===== src/rtl/arbitro_escrita_banco_if.sv =====
// Handshake bundle between the two writeback sources and the register-file write port.
// With ARB_CONTAGEM_EN defined the bundle also carries the conflict counter.
interface arbitro_escrita_banco_if #(
    parameter int DATA_W = 32,
    parameter int ADDR_W = 5
`ifdef ARB_CONTAGEM_EN
    ,
    parameter int CNT_W  = 16
`endif
);
    logic              a_valid;
    logic [ADDR_W-1:0] a_end;
    logic [DATA_W-1:0] a_dado;
    logic              a_ready;
    logic              b_valid;
    logic [ADDR_W-1:0] b_end;
    logic [DATA_W-1:0] b_dado;
    logic              b_ready;
    logic              wren;
    logic [ADDR_W-1:0] end_reg_d;
    logic [DATA_W-1:0] data_in;
    logic              ocupado;
`ifdef ARB_CONTAGEM_EN
    logic [CNT_W-1:0]  conflitos;

    modport slave (
        input  a_valid, a_end, a_dado, b_valid, b_end, b_dado,
        output a_ready, b_ready, wren, end_reg_d, data_in, ocupado,
        output conflitos
    );
    modport master (
        output a_valid, a_end, a_dado, b_valid, b_end, b_dado,
        input  a_ready, b_ready, wren, end_reg_d, data_in, ocupado,
        input  conflitos
    );
`else
    modport slave (
        input  a_valid, a_end, a_dado, b_valid, b_end, b_dado,
        output a_ready, b_ready, wren, end_reg_d, data_in, ocupado
    );
    modport master (
        output a_valid, a_end, a_dado, b_valid, b_end, b_dado,
        input  a_ready, b_ready, wren, end_reg_d, data_in, ocupado
    );
`endif
endinterface


===== src/rtl/arbitro_escrita_banco.sv =====
// Round-robin arbiter sharing the register-file write port between ALU (A) and load (B).
// Optional conflict counter enabled by defining ARB_CONTAGEM_EN.
module arbitro_escrita_banco #(
    parameter int DATA_W = 32,
    parameter int ADDR_W = 5
`ifdef ARB_CONTAGEM_EN
    ,
    parameter int CNT_W  = 16
`endif
) (
    input  logic                     clock,
    input  logic                     reset_n,
    arbitro_escrita_banco_if.slave   bus
);
    logic              a_full_q, a_full_d;
    logic [ADDR_W-1:0] a_end_q, a_end_d;
    logic [DATA_W-1:0] a_dado_q, a_dado_d;
    logic              b_full_q, b_full_d;
    logic [ADDR_W-1:0] b_end_q, b_end_d;
    logic [DATA_W-1:0] b_dado_q, b_dado_d;
    logic              ptr_q, ptr_d;
    logic              wren_q, wren_d;
    logic [ADDR_W-1:0] end_q, end_d;
    logic [DATA_W-1:0] data_q, data_d;
    logic              grant_a, grant_b;
    logic              a_rdy, b_rdy;

    // ptr_q == 0 favours A on a tie, 1 favours B
    always_comb begin
        grant_a = a_full_q & (!b_full_q | !ptr_q);
        grant_b = b_full_q & (!a_full_q | ptr_q);
        a_rdy   = !a_full_q | grant_a;
        b_rdy   = !b_full_q | grant_b;
    end

    always_comb begin
        a_full_d = a_full_q & !grant_a;
        a_end_d  = a_end_q;
        a_dado_d = a_dado_q;
        b_full_d = b_full_q & !grant_b;
        b_end_d  = b_end_q;
        b_dado_d = b_dado_q;
        ptr_d    = ptr_q;
        wren_d   = 1'b0;
        end_d    = end_q;
        data_d   = data_q;
        if (bus.a_valid & a_rdy) begin
            a_full_d = 1'b1;
            a_end_d  = bus.a_end;
            a_dado_d = bus.a_dado;
        end
        if (bus.b_valid & b_rdy) begin
            b_full_d = 1'b1;
            b_end_d  = bus.b_end;
            b_dado_d = bus.b_dado;
        end
        if (a_full_q & b_full_q)
            ptr_d = grant_a;
        unique case (1'b1)
            grant_a: begin
                end_d  = a_end_q;
                data_d = a_dado_q;
                wren_d = |a_end_q;
            end
            grant_b: begin
                end_d  = b_end_q;
                data_d = b_dado_q;
                wren_d = |b_end_q;
            end
            default: ;
        endcase
    end

    always_ff @(posedge clock or negedge reset_n) begin
        if (!reset_n) begin
            a_full_q <= 1'b0;
            a_end_q  <= '0;
            a_dado_q <= '0;
            b_full_q <= 1'b0;
            b_end_q  <= '0;
            b_dado_q <= '0;
            ptr_q    <= 1'b0;
            wren_q   <= 1'b0;
            end_q    <= '0;
            data_q   <= '0;
        end else begin
            a_full_q <= a_full_d;
            a_end_q  <= a_end_d;
            a_dado_q <= a_dado_d;
            b_full_q <= b_full_d;
            b_end_q  <= b_end_d;
            b_dado_q <= b_dado_d;
            ptr_q    <= ptr_d;
            wren_q   <= wren_d;
            end_q    <= end_d;
            data_q   <= data_d;
        end
    end

    assign bus.a_ready   = a_rdy;
    assign bus.b_ready   = b_rdy;
    assign bus.wren      = wren_q;
    assign bus.end_reg_d = end_q;
    assign bus.data_in   = data_q;
    assign bus.ocupado   = a_full_q | b_full_q | wren_q;

`ifdef ARB_CONTAGEM_EN
    logic [CNT_W-1:0] cnt_q, cnt_d;

    always_comb begin
        cnt_d = cnt_q;
        if (a_full_q & b_full_q & ~&cnt_q)
            cnt_d = cnt_q + 1'b1;
    end

    always_ff @(posedge clock or negedge reset_n) begin
        if (!reset_n) cnt_q <= '0;
        else          cnt_q <= cnt_d;
    end

    assign bus.conflitos = cnt_q;
`endif
endmodule


===== src/flat_wrapper.sv =====
// flat-port wrapper written by rule: the top's interface ports become plain ports
module arbitro_escrita_banco_flat 
#(
    parameter int DATA_W = 32,
    parameter int ADDR_W = 5

)
  (clock, reset_n, bus_a_valid, bus_a_end, bus_a_dado, bus_b_valid, bus_b_end, bus_b_dado, bus_a_ready, bus_b_ready, bus_wren, bus_end_reg_d, bus_data_in, bus_ocupado);
  arbitro_escrita_banco_if #(.DATA_W(DATA_W), .ADDR_W(ADDR_W)) bus_i ();
  input  logic clock;
  input  logic reset_n;
  input wire logic [$bits(bus_i.a_valid)-1:0] bus_a_valid;
  input wire logic [$bits(bus_i.a_end)-1:0] bus_a_end;
  input wire logic [$bits(bus_i.a_dado)-1:0] bus_a_dado;
  input wire logic [$bits(bus_i.b_valid)-1:0] bus_b_valid;
  input wire logic [$bits(bus_i.b_end)-1:0] bus_b_end;
  input wire logic [$bits(bus_i.b_dado)-1:0] bus_b_dado;
  output wire logic [$bits(bus_i.a_ready)-1:0] bus_a_ready;
  output wire logic [$bits(bus_i.b_ready)-1:0] bus_b_ready;
  output wire logic [$bits(bus_i.wren)-1:0] bus_wren;
  output wire logic [$bits(bus_i.end_reg_d)-1:0] bus_end_reg_d;
  output wire logic [$bits(bus_i.data_in)-1:0] bus_data_in;
  output wire logic [$bits(bus_i.ocupado)-1:0] bus_ocupado;
  assign bus_i.a_valid = bus_a_valid;
  assign bus_i.a_end = bus_a_end;
  assign bus_i.a_dado = bus_a_dado;
  assign bus_i.b_valid = bus_b_valid;
  assign bus_i.b_end = bus_b_end;
  assign bus_i.b_dado = bus_b_dado;
  assign bus_a_ready = bus_i.a_ready;
  assign bus_b_ready = bus_i.b_ready;
  assign bus_wren = bus_i.wren;
  assign bus_end_reg_d = bus_i.end_reg_d;
  assign bus_data_in = bus_i.data_in;
  assign bus_ocupado = bus_i.ocupado;
  arbitro_escrita_banco #(.DATA_W(DATA_W), .ADDR_W(ADDR_W)) u_core (.clock(clock), .reset_n(reset_n), .bus(bus_i));
endmodule

===== config.mk =====
export PLATFORM = sky130hd
export DESIGN_NAME = arbitro_escrita_banco_flat
export DESIGN_NICKNAME = d
export VERILOG_FILES = /design/src/rtl/arbitro_escrita_banco_if.sv /design/src/rtl/arbitro_escrita_banco.sv /design/src/flat_wrapper.sv
export SDC_FILE = /design/constraint.sdc
export NUM_CORES = 1
export LEC_CHECK = 0
export CAP_MARGIN = 20
export CELL_PAD_IN_SITES_DETAIL_PLACEMENT = 0
export CELL_PAD_IN_SITES_GLOBAL_PLACEMENT = 2
export CORE_MARGIN = 1.5
export CORE_UTILIZATION = 31
export CTS_CLUSTER_DIAMETER = 100
export DETAILED_ROUTE_END_ITERATION = 8
export PLACE_DENSITY_LB_ADDON = 0.1
export SETUP_SLACK_MARGIN = 0.15
export SYNTH_ARGS = -nofsm -noshare
export SYNTH_HDL_FRONTEND = slang
export SYNTH_SLANG_ARGS = --single-unit

===== constraint.sdc =====
create_clock -name clock -period 1.6 [get_ports clock]
set_input_delay 0.4 -clock clock [delete_from_list [all_inputs] [get_ports clock]]
set_output_delay 0.4 -clock clock [all_outputs]
set_load 0.01 [all_outputs]

==> results of run 1 <==
sequential cells by signal (all words and copies together), names as in the netlist:
signal and cells:
u_core.a_end_q 5, u_core.b_dado_q 32, u_core.a_full_q 1, u_core.a_dado_q 32
u_core.b_end_q 5, u_core.bus.wren 1, u_core.ptr_q 1, u_core.bus.data_in 32
u_core.b_full_q 1, u_core.bus.end_reg_d 5
through the flow:
| step | utilization | power, mW |
|---|---|---|
| 2_1_floorplan | - | 6.71 |
| 3_3_place_gp | 0.419 | 8.63 |
| 3_5_place_dp | 0.419 | 8.69 |
| 4_1_cts | 0.490 | 13.3 |
| 5_1_grt | 0.503 | 14.2 |
| 6_report | 0.503 | 13.6 |
layer usage:
metal	vias up	global-route usage
li1	1534	-
met1	1736	0.234
met2	83	0.275
met3	17	0.0526
met4	0	0.0767
met5	-	0
where the power goes:
part	internal (mW)	leakage (nW)	switching, mW
Sequential	3.92	1.32	0.626
Combinational	3.04	1.70	2.01
Clock	2.63	0.304	1.33
Total	9.59	3.32	3.97
kinds of logic after synthesis:
| family | count (synthesis) |
|---|---|
| AO/OA/AOI/OAI | 74 |
| flip-flops | 115 |
| multiplexers | 77 |
| buffers and inverters | 24 |
| AND/OR/NAND/NOR | 21 |
cell type report:
| class | count | area, um2 |
|---|---|---|
| Clock buffer | 21 | 450 |
| Clock inverter | 11 | 159 |
| Fill cell | 1351 | 7590 |
| Inverter | 1 | 6.26 |
| Multi-Input combinational cell | 172 | 1870 |
| Sequential cell | 115 | 2880 |
| Tap cell | 211 | 264 |
| Timing Repair Buffer | 182 | 2040 |
worst paths after layout:
path	to	slack [ns]	cells after the start
setup / recovery	bus_ocupado	-0.14	2
hold / removal	u_core.a_dado_q[6]$_DFFE_PN0P_	0.47	2
setup reg to reg	u_core.bus.data_in[0]$_DFFE_PN0P_	-0.08	7
hold reg to reg	u_core.bus.data_in[5]$_DFFE_PN0P_	0.49	1
max in group asynchronous	u_core.b_full_q$_DFF_PN0_	0.59	3
min in group clock	u_core.bus.data_in[5]$_DFFE_PN0P_	0.49	1
layout by cell type (no fill, tap or decap), types with 2 or more instances in the layout:
cell / count
clkbuf_1: 3
o22ai_2: 2
bufinv_16: 4
nand2_8: 2
clkbuf_2: 8
clkdlybuf4s50_1: 76
clkbuf_16: 22
buf_6: 14
nor2_1: 6
buf_8: 5
mux2_2: 38
clkinv_2: 6
mux2_4: 39
buf_4: 19
or4_1: 2
dfrtp_2: 2
o21a_1: 34
o32a_1: 34
dfrtp_1: 113
buf_12: 14
buf_16: 10
buf_2: 29
nand2_1: 4
timing repair:
item / 4_1_cts / 5_1_grt
endpoints found under the setup margin: 116 / 134
resized for setup: 181 / 39
buffers inserted: 14 / 9
hold buffers: 1 / 0
endpoints found under the hold margin: 24 / 0
pin swaps: 15 / 11
gates cloned: 10 / 6
==> run metrics, run 1 <==
die height roughly 130 um; skew final about 0.0055 ns; slowest stage delay, CP about 0.41 ns; top_reg_cell synth dfrtp_1; clock-pin transition on the worst setup and hold timing paths 0.05 ns; Post-Synth Adder-Cell Area 0; DR iter-0 viols 93; Cell Pwr Density ~1800 nW/um2; largest area contributor in the netlist dfrtp_1; clock root buffer clkbuf_16; via/cell ratio around 4.7; vias in the first global route ~3500; Ant. Diodes 0; Die Area between 15000 and 20000 um2; unrepaired setup endpoints after global routing true; Seq cells post-synth approximately 120; Final nets ~570; Async SR Flop Fraction 1.00; Worst Tran Pin Value between 0.4 and 0.5 ns; TritonCTS Buffers 17; synth cell count leaders dfrtp_1, mux2_2, o21a_1, o32a_1, mux2_4; row count between 40 and 50; data required time of the worst path 1.20 ns; CTS sink cnt ~120; post-synthesis mux area share 0.202; Placed Cells about 640; LEAKAGE around 3.3 nW; WL met3 634 um; # H-tree levels 4; first-pass GRT wire length 20.9 mm; critical path launch point type flip-flop; critical path class reg2out; Warnings, synthesis 0; most common cell in the netlist dfrtp_1; crit path time final 1.74 ns; DRC Markers 0; Area Overhead vs Synth 58.2%; io pins approximately 120; Worst Path Buf+Inv 1; ratio of cells with drive above 1 in the final layout 0.450; Area contributors post-synth dfrtp_1, mux2_2, mux2_4; period utilization 1.08; final setup TNS -1.88 ns; largest family of logic cells by synthesized area multiplexers; met2 wire length 6.91 mm; violated checks setup timing; fmax ~0.58 GHz; crit-path max FO 2; peak supply drop ~860 uV; critical path arrival 1.34 ns; final wirelength ~14 mm; post-synth top area share 0.593; Synth Area in Simple Gates 0.0292; final worst-path setup slack -0.136 ns; worst r2r src u_core.a_full_q$_DFF_PN0_; Gate Count Post-Synth 311; final setup fails 74; Starting Density 0.318; dpl cell area 6390 um2; port buffer count 118; Final Instance Count excl. Fillers around 710; largest net degree at the start of global routing 30; initial antenna violation count 0; latest clock arrival within the worst-skew pair between 0.4 and 0.5 ns; Slew Limit Fails 0; Worst path slowest cell dfrtp_2; final hold violation count 0; critical path endpoint category primary output; routability cong. about 0.67; CTS tree yes; critical path, cell by cell or3_4 -> buf_6; design area between 7000 and 8000 um2; MaxCap Viol Count 0; worst hold path type in2async; number of enable flip-flop cells after synthesis 0; xor and xnor area share after synthesis 0; TritonRoute pass-1 iters 4; met1 wire length ~6.5 mm; hold slack 0.471 ns; vias 3370; Max transition margin 0.703; drt wl/cell 20.0 um; Post-Synthesis Cell Area roughly 4800 um2; GRT Util Overall 0.178; GRT Residual Overflow 0; die width about 130 um; syn avg cell area about 16 um2; Synth cell types 24; Core Box Area 15300 um2; synthesized net count ~390; clk buf depth 2; Worst path top cell family by delay flip-flops; Highest Signal Layer met4; Critical Path Source u_core.a_full_q$_DFF_PN0_; dpl ws -0.138 ns; Routed Antenna Nets 0; Post-DP HPWL ~8 mm; status complete, but fails checks; register area share after synthesis 0.593; post-synthesis compound-gate area fraction 0.132
(Power assumes the default switching activity.)
==> inputs of run 2 (changes only) <==
CORE_MARGIN = 4   (was 1.5)
TNS_END_PERCENT = 10   (was unset)
==> run 2 against run 1 <==
Compared with the run above: the flow still finishes with violations (setup timing); register-to-register slack gained 0.12 ns; critical path depth is the same; hold slack lost 0.0097 ns.
==> run metrics, run 2 (synthesis results as in run 1) <==
status complete, but fails checks (unchanged); violated checks setup timing (unchanged); GR Util met2 0.222 (was 0.275); row count 45 (unchanged); design area 7170 um2 (was 7670 um2); CTS sink cnt 115 (unchanged); GR Layer Usage met3 0.0586 (was 0.0526); clock-pin transition on the worst setup and hold timing paths 0.05 ns (about the same); crit path time final 1.73 ns (was 1.74 ns); critical path endpoint category primary output (unchanged); final hold violation count 0 (unchanged); Final Instance Count excl. Fillers 686 (was 713); port buffer count 118 (unchanged); CTS tree yes (unchanged); io pins 119 (unchanged); final setup fails 4 (was 74); GRT Util Overall 0.147 (was 0.178); vias in the first global route 3550 (was 3532); Final nets 540 (was 567); crit-path max FO 3 (was 2); dpl cell area 6470 um2 (was 6390 um2); met1 Usage GRT 0.192 (was 0.234); Slew Limit Fails 0 (unchanged); Starting Density 0.318 (unchanged); TritonRoute pass-1 iters 4 (unchanged); GRT busiest layer met2 (unchanged); Die Area 17700 um2 (was 16400 um2); first-pass GRT wire length 19.8 mm (was 20.9 mm); Max transition margin 0.712 (was 0.703); clock root buffer clkbuf_16 (unchanged); fmax 0.579 GHz (was 0.576 GHz); R2R cell count 7 (unchanged); MaxCap Viol Count 0 (unchanged); Core Box Area 15300 um2 (unchanged); GRT Residual Overflow 0 (unchanged); # H-tree levels 4 (unchanged); vias 3216 (was 3370); latest clock arrival within the worst-skew pair 0.41 ns (was 0.42 ns); Placed Cells 646 (was 641); most frequent cells in the layout dfrtp_1, clkdlybuf4s50_1, mux2_4 (unchanged); DR iter-0 viols 149 (was 93); Cell Pwr Density 1720 nW/um2 (was 1770 nW/um2); clk buf depth 2 (unchanged); Multi-input gate area 1930 um2 (was 1870 um2); # fillers 1400 (was 1351); ratio of cells with drive above 1 in the final layout 0.406 (was 0.450); largest net degree at the start of global routing 39 (was 30); peak supply drop 760 uV (was 862 uV); initial antenna violation count 0 (unchanged); critical path launch point type flip-flop (unchanged); routability cong. 0.711 (was 0.671); Worst R2R Setup Slack 0.04 ns (was -0.08 ns); Routed Antenna Nets 0 (unchanged); final worst-path setup slack -0.127 ns (was -0.136 ns); Reg area 2880 um2 (unchanged); period utilization 1.08 (about the same); via/cell ratio 4.69 (was 4.73); Ant. Diodes 0 (unchanged); unrepaired setup endpoints after global routing true (unchanged); TritonCTS Buffers 17 (unchanged); worst hold path type in2async (unchanged); die height 133 um (was 128 um); Worst Tran Pin Value 0.431 ns (was 0.445 ns); Post-DP HPWL 8.53 mm (was 8.00 mm); Area Overhead vs Synth 47.8% (was 58.2%); DRC Markers 0 (unchanged); skew final 0.0115 ns (was 0.00545 ns); drt wl/cell 18.8 um (was 20.0 um); most common cell after layout, fill and taps aside dfrtp_1 (unchanged); critical path class reg2out (unchanged); dpl ws -0.102 ns (was -0.138 ns); die width 133 um (was 128 um); LEAKAGE 3.15 nW (was 3.32 nW); data required time of the worst path 1.20 ns (about the same); final wirelength 12.9 mm (was 14.3 mm); critical path arrival 1.33 ns (was 1.34 ns)
## run 2: cell types whose count changed in the layout (fill, tap and decap cells not counted), moves of 3 or more
cell       previous run  this run
buf_2                29        21
clkbuf_16            22        19
mux2_2               38        11
buf_8                 5         0
mux2_4               39        66
buf_16               10         0
o22ai_1               1         4
buf_4                19        13
clkbuf_2              8        16
## run 2: area by class of cell
class | count | area share
Sequential cell | 115 | 0.402
Multi-Input combinational cell | 172 | 0.269
Timing Repair Buffer | 155 | 0.210
Clock buffer | 21 | 0.0629
Tap cell | 211 | 0.0368
Clock inverter | 11 | 0.0189
Inverter | 1 | 0.000524
## run 2: worst max-delay path, cell delays in order (launching register included)
cell and delay, ns:
dfrtp_2 0.42, or3_4 0.37, buf_6 0.13
## run 2: worst paths after layout
path / from / to
hold / removal: reset_n / u_core.a_dado_q[6]$_DFFE_PN0P_
min in group clock: u_core.b_dado_q[21]$_DFFE_PN0P_ / u_core.bus.data_in[21]$_DFFE_PN0P_
hold reg to reg: u_core.b_dado_q[21]$_DFFE_PN0P_ / u_core.bus.data_in[21]$_DFFE_PN0P_
setup / recovery: u_core.b_full_q$_DFF_PN0_ / bus_ocupado
max in group asynchronous: reset_n / u_core.bus.data_in[14]$_DFFE_PN0P_
setup reg to reg: u_core.b_full_q$_DFF_PN0_ / u_core.a_dado_q[7]$_DFFE_PN0P_
## run 2: timing repair
action                     in CTS  in global routing
setup buffers                   1                  4
resized for setup             135                 69
setup endpoints to repair     120                137
hold endpoints to repair       19                  0
hold buffers                    1                  0
cloned                          0                  2
pin swaps                       0                  2
## run 2: layer usage
layer / part of all wire / vias to the layer above
met2: 0.47 / 88
met5: 0 / -
met3: 0.051 / 7
met4: 0.0077 / 0
li1: - / 1473
met1: 0.47 / 1648
## run 2: per-stage QoR
step	utilization	total power [mW]	hold slack (ns)	setup TNS (ns)
detailed placement	0.424	8.78	0.349	-5.32
floorplan	-	6.71	0.104	0
global placement	0.424	8.75	0.344	-4.48
CTS	0.462	12.4	0.457	-0.182
finish	0.470	12.4	0.461	-0.251
global route	0.470	13.0	0.466	-0.475
## run 2: report_power, final
group          switching [mW]  internal, mW  total, mW  leakage [nW]
combinational            1.70          2.36       4.05          1.54
sequential              0.636          3.92       4.56          1.32
clock                    1.27          2.47       3.74         0.286
total                    3.61          8.75       12.4          3.15
==> inputs of run 3 (changes only) <==
CORE_UTILIZATION = 34   (was 31)
clock period = 1.61 ns   (was 1.6 ns; I/O delays follow)
==> run 3 against run 2 <==
Compared with the run above: the run still ends with setup timing left; worst setup slack improved by 0.0024 ns; routed wire length rose by 1.3%; count of clock-buffer cells in the layout grew 1; sequential cell count unchanged; total power is 3.9% higher; critical path depth did not move; register-to-register slack got worse by 0.04 ns; highest routed layer unchanged.
==> run metrics, run 3 (synthesis results as in run 1) <==
status complete, but fails checks (unchanged); violated checks setup timing (unchanged); R2R cell count 6 (was 7); final setup fails 3 (was 4); via/cell ratio 4.93 (was 4.69); port buffer count 118 (unchanged); most frequent cells in the layout dfrtp_1, clkdlybuf4s50_1, mux2_4 (unchanged); die height 127 um (was 133 um); CTS sink cnt 115 (unchanged); Starting Density 0.348 (was 0.318); peak supply drop 898 uV (was 760 uV); dpl cell area 6330 um2 (was 6470 um2); Area Overhead vs Synth 47.8% (about the same); DR iter-0 viols 161 (was 149); vias 3192 (was 3216); critical path launch point type flip-flop (unchanged); Ant. Diodes 0 (unchanged); latest clock arrival within the worst-skew pair 0.41 ns (about the same); Slew Limit Fails 0 (unchanged); row count 43 (was 45); Final nets 532 (was 540); MaxCap Viol Count 0 (unchanged); r2r endpoint u_core.bus.data_in[19]$_DFFE_PN0P_ (was u_core.a_dado_q[7]$_DFFE_PN0P_); Worst Path Buf+Inv 1 (unchanged); final hold violation count 0 (unchanged); DRC Markers 0 (unchanged); skew final 0.00666 ns (was 0.0115 ns); first-pass GRT wire length 19.5 mm (was 19.8 mm); io pins 119 (unchanged); critical path class reg2out (unchanged); Worst Tran Pin Value 0.331 ns (was 0.431 ns); final wirelength 13.1 mm (was 12.9 mm); GRT Residual Overflow 0 (unchanged); Routed Antenna Nets 0 (unchanged); worst r2r src u_core.b_full_q$_DFF_PN0_ (unchanged); crit-path max FO 4 (was 3); clock root buffer clkbuf_16 (unchanged); LEAKAGE 3.18 nW (was 3.15 nW); routability cong. 0.695 (was 0.711); # fillers 1233 (was 1400); Pwr Total 12.8 mW (was 12.4 mW); hold slack 0.411 ns (was 0.461 ns); critical path arrival 1.33 ns (about the same); period utilization 1.08; data required time of the worst path 1.21 ns (was 1.20 ns); TritonCTS Buffers 17 (unchanged); Die Area 16200 um2 (was 17700 um2); Cell Pwr Density 1790 nW/um2 (was 1720 nW/um2); post-layout util 0.515 (was 0.470); worst hold path type in2async (unchanged); ratio of cells with drive above 1 in the final layout 0.388 (was 0.406); Worst path top cell family by delay flip-flops (unchanged); vias in the first global route 3547 (was 3550); GRT Util Overall 0.158 (was 0.147); critical path, cell by cell or3_4 -> buf_6 (unchanged); design area 7170 um2 (about the same); critical path endpoint category primary output (unchanged); most common cell after layout, fill and taps aside dfrtp_1 (unchanged); crit path time final about 1.7 ns; Worst R2R Setup Slack 0 ns (was 0.04 ns); Post-DP HPWL 8.01 mm (was 8.53 mm); drt wl/cell 20.2 um (was 18.8 um); # H-tree levels 4 (unchanged); slowest stage delay, CP 0.43 ns (was 0.42 ns); unrepaired setup endpoints after global routing true (unchanged); TritonRoute pass-1 iters 4 (unchanged); Worst path slowest cell dfrtp_2 (unchanged); Core Box Area 13900 um2 (was 15300 um2); clk buf depth 2 (unchanged); clock-pin transition on the worst setup and hold timing paths 0.05 ns (about the same); fmax between 0.5 and 0.6 GHz; final worst-path setup slack -0.125 ns (was -0.127 ns); initial antenna violation count 0 (unchanged); largest net degree at the start of global routing 53 (was 39); CTS tree yes (unchanged); die width 127 um (was 133 um); Max transition margin 0.779 (was 0.712)
==> run 3: cell types whose count changed in the layout (fill, tap and decap cells not counted), moves of 2 or more <==
cell,before,now
buf_12,12,9
buf_2,21,11
buf_4,13,10
buf_6,14,10
bufinv_16,3,5
clkbuf_2,16,19
clkbuf_8,1,3
clkdlybuf4s15_1,0,6
clkinv_2,6,4
mux2_2,11,5
mux2_4,66,72
==> run 3: cell type report <==
type	count	area, um2	area share
Sequential cell	115	2880	0.402
Multi-Input combinational cell	172	1940	0.271
Timing Repair Buffer	147	1460	0.204
Clock buffer	22	474	0.0661
Tap cell	180	225	0.0314
Clock inverter	10	178	0.0248
Inverter	1	3.75	0.000524
==> run 3: how the worst max path moves through the flow <==
stage	slack [ns]	from	cells past startpoint	endpoint
after floorplan	0.14	u_core.a_full_q$_DFF_PN0_	4	bus_ocupado
after global placement	-0.07	u_core.b_full_q$_DFF_PN0_	2	bus_ocupado
after detailed placement	-0.10	bus_b_valid	4	u_core.b_dado_q[19]$_DFFE_PN0P_
after CTS	-0.15	u_core.b_full_q$_DFF_PN0_	2	bus_ocupado
after global routing	-0.16	u_core.b_full_q$_DFF_PN0_	2	bus_ocupado
final	-0.12	u_core.b_full_q$_DFF_PN0_	2	bus_ocupado
==> run 3: stage by stage <==
stage	TNS [ns]	setup WS (ns)	std cells
4_1_cts	-0.158	-0.149	643
2_1_floorplan	0	0.143	311
5_1_grt	-0.711	-0.163	647
3_5_place_dp	-4.58	-0.101	607
6_report	-0.214	-0.125	647
3_3_place_gp	-2.92	-0.0686	607
==> run 3: worst register-to-register path, stage by stage (launching register included) <==
cell and delay, ns:
dfrtp_2 0.43, buf_4 0.16, buf_12 0.15, a21bo_4 0.26, clkbuf_16 0.21, o32a_1 0.18
o21a_1 0.11
==> run 3: timing repair <==
item / 4_1_cts / 5_1_grt
pin swaps: 15 / 2
buffers inserted: 3 / 1
hold buffers: 1 / 0
endpoints found under the hold margin: 15 / 0
gates resized for setup: 129 / 65
gates cloned: 0 / 3
endpoints found under the setup margin: 113 / 96
==> run 3: layer usage <==
metal  vias up  track usage  routed length, um
met2        90        0.255               6330
met5         -            0                  0
met4         0       0.0555                100
li1       1452            -                  -
met3         8       0.0581                762
met1      1642        0.196               5880
==> run 3: where the power goes <==
part	total (mW)	internal (mW)	switching, mW
Clock	4.16	2.86	1.30
Combinational	4.13	2.42	1.72
Sequential	4.54	3.90	0.640
Total	12.8	9.17	3.66
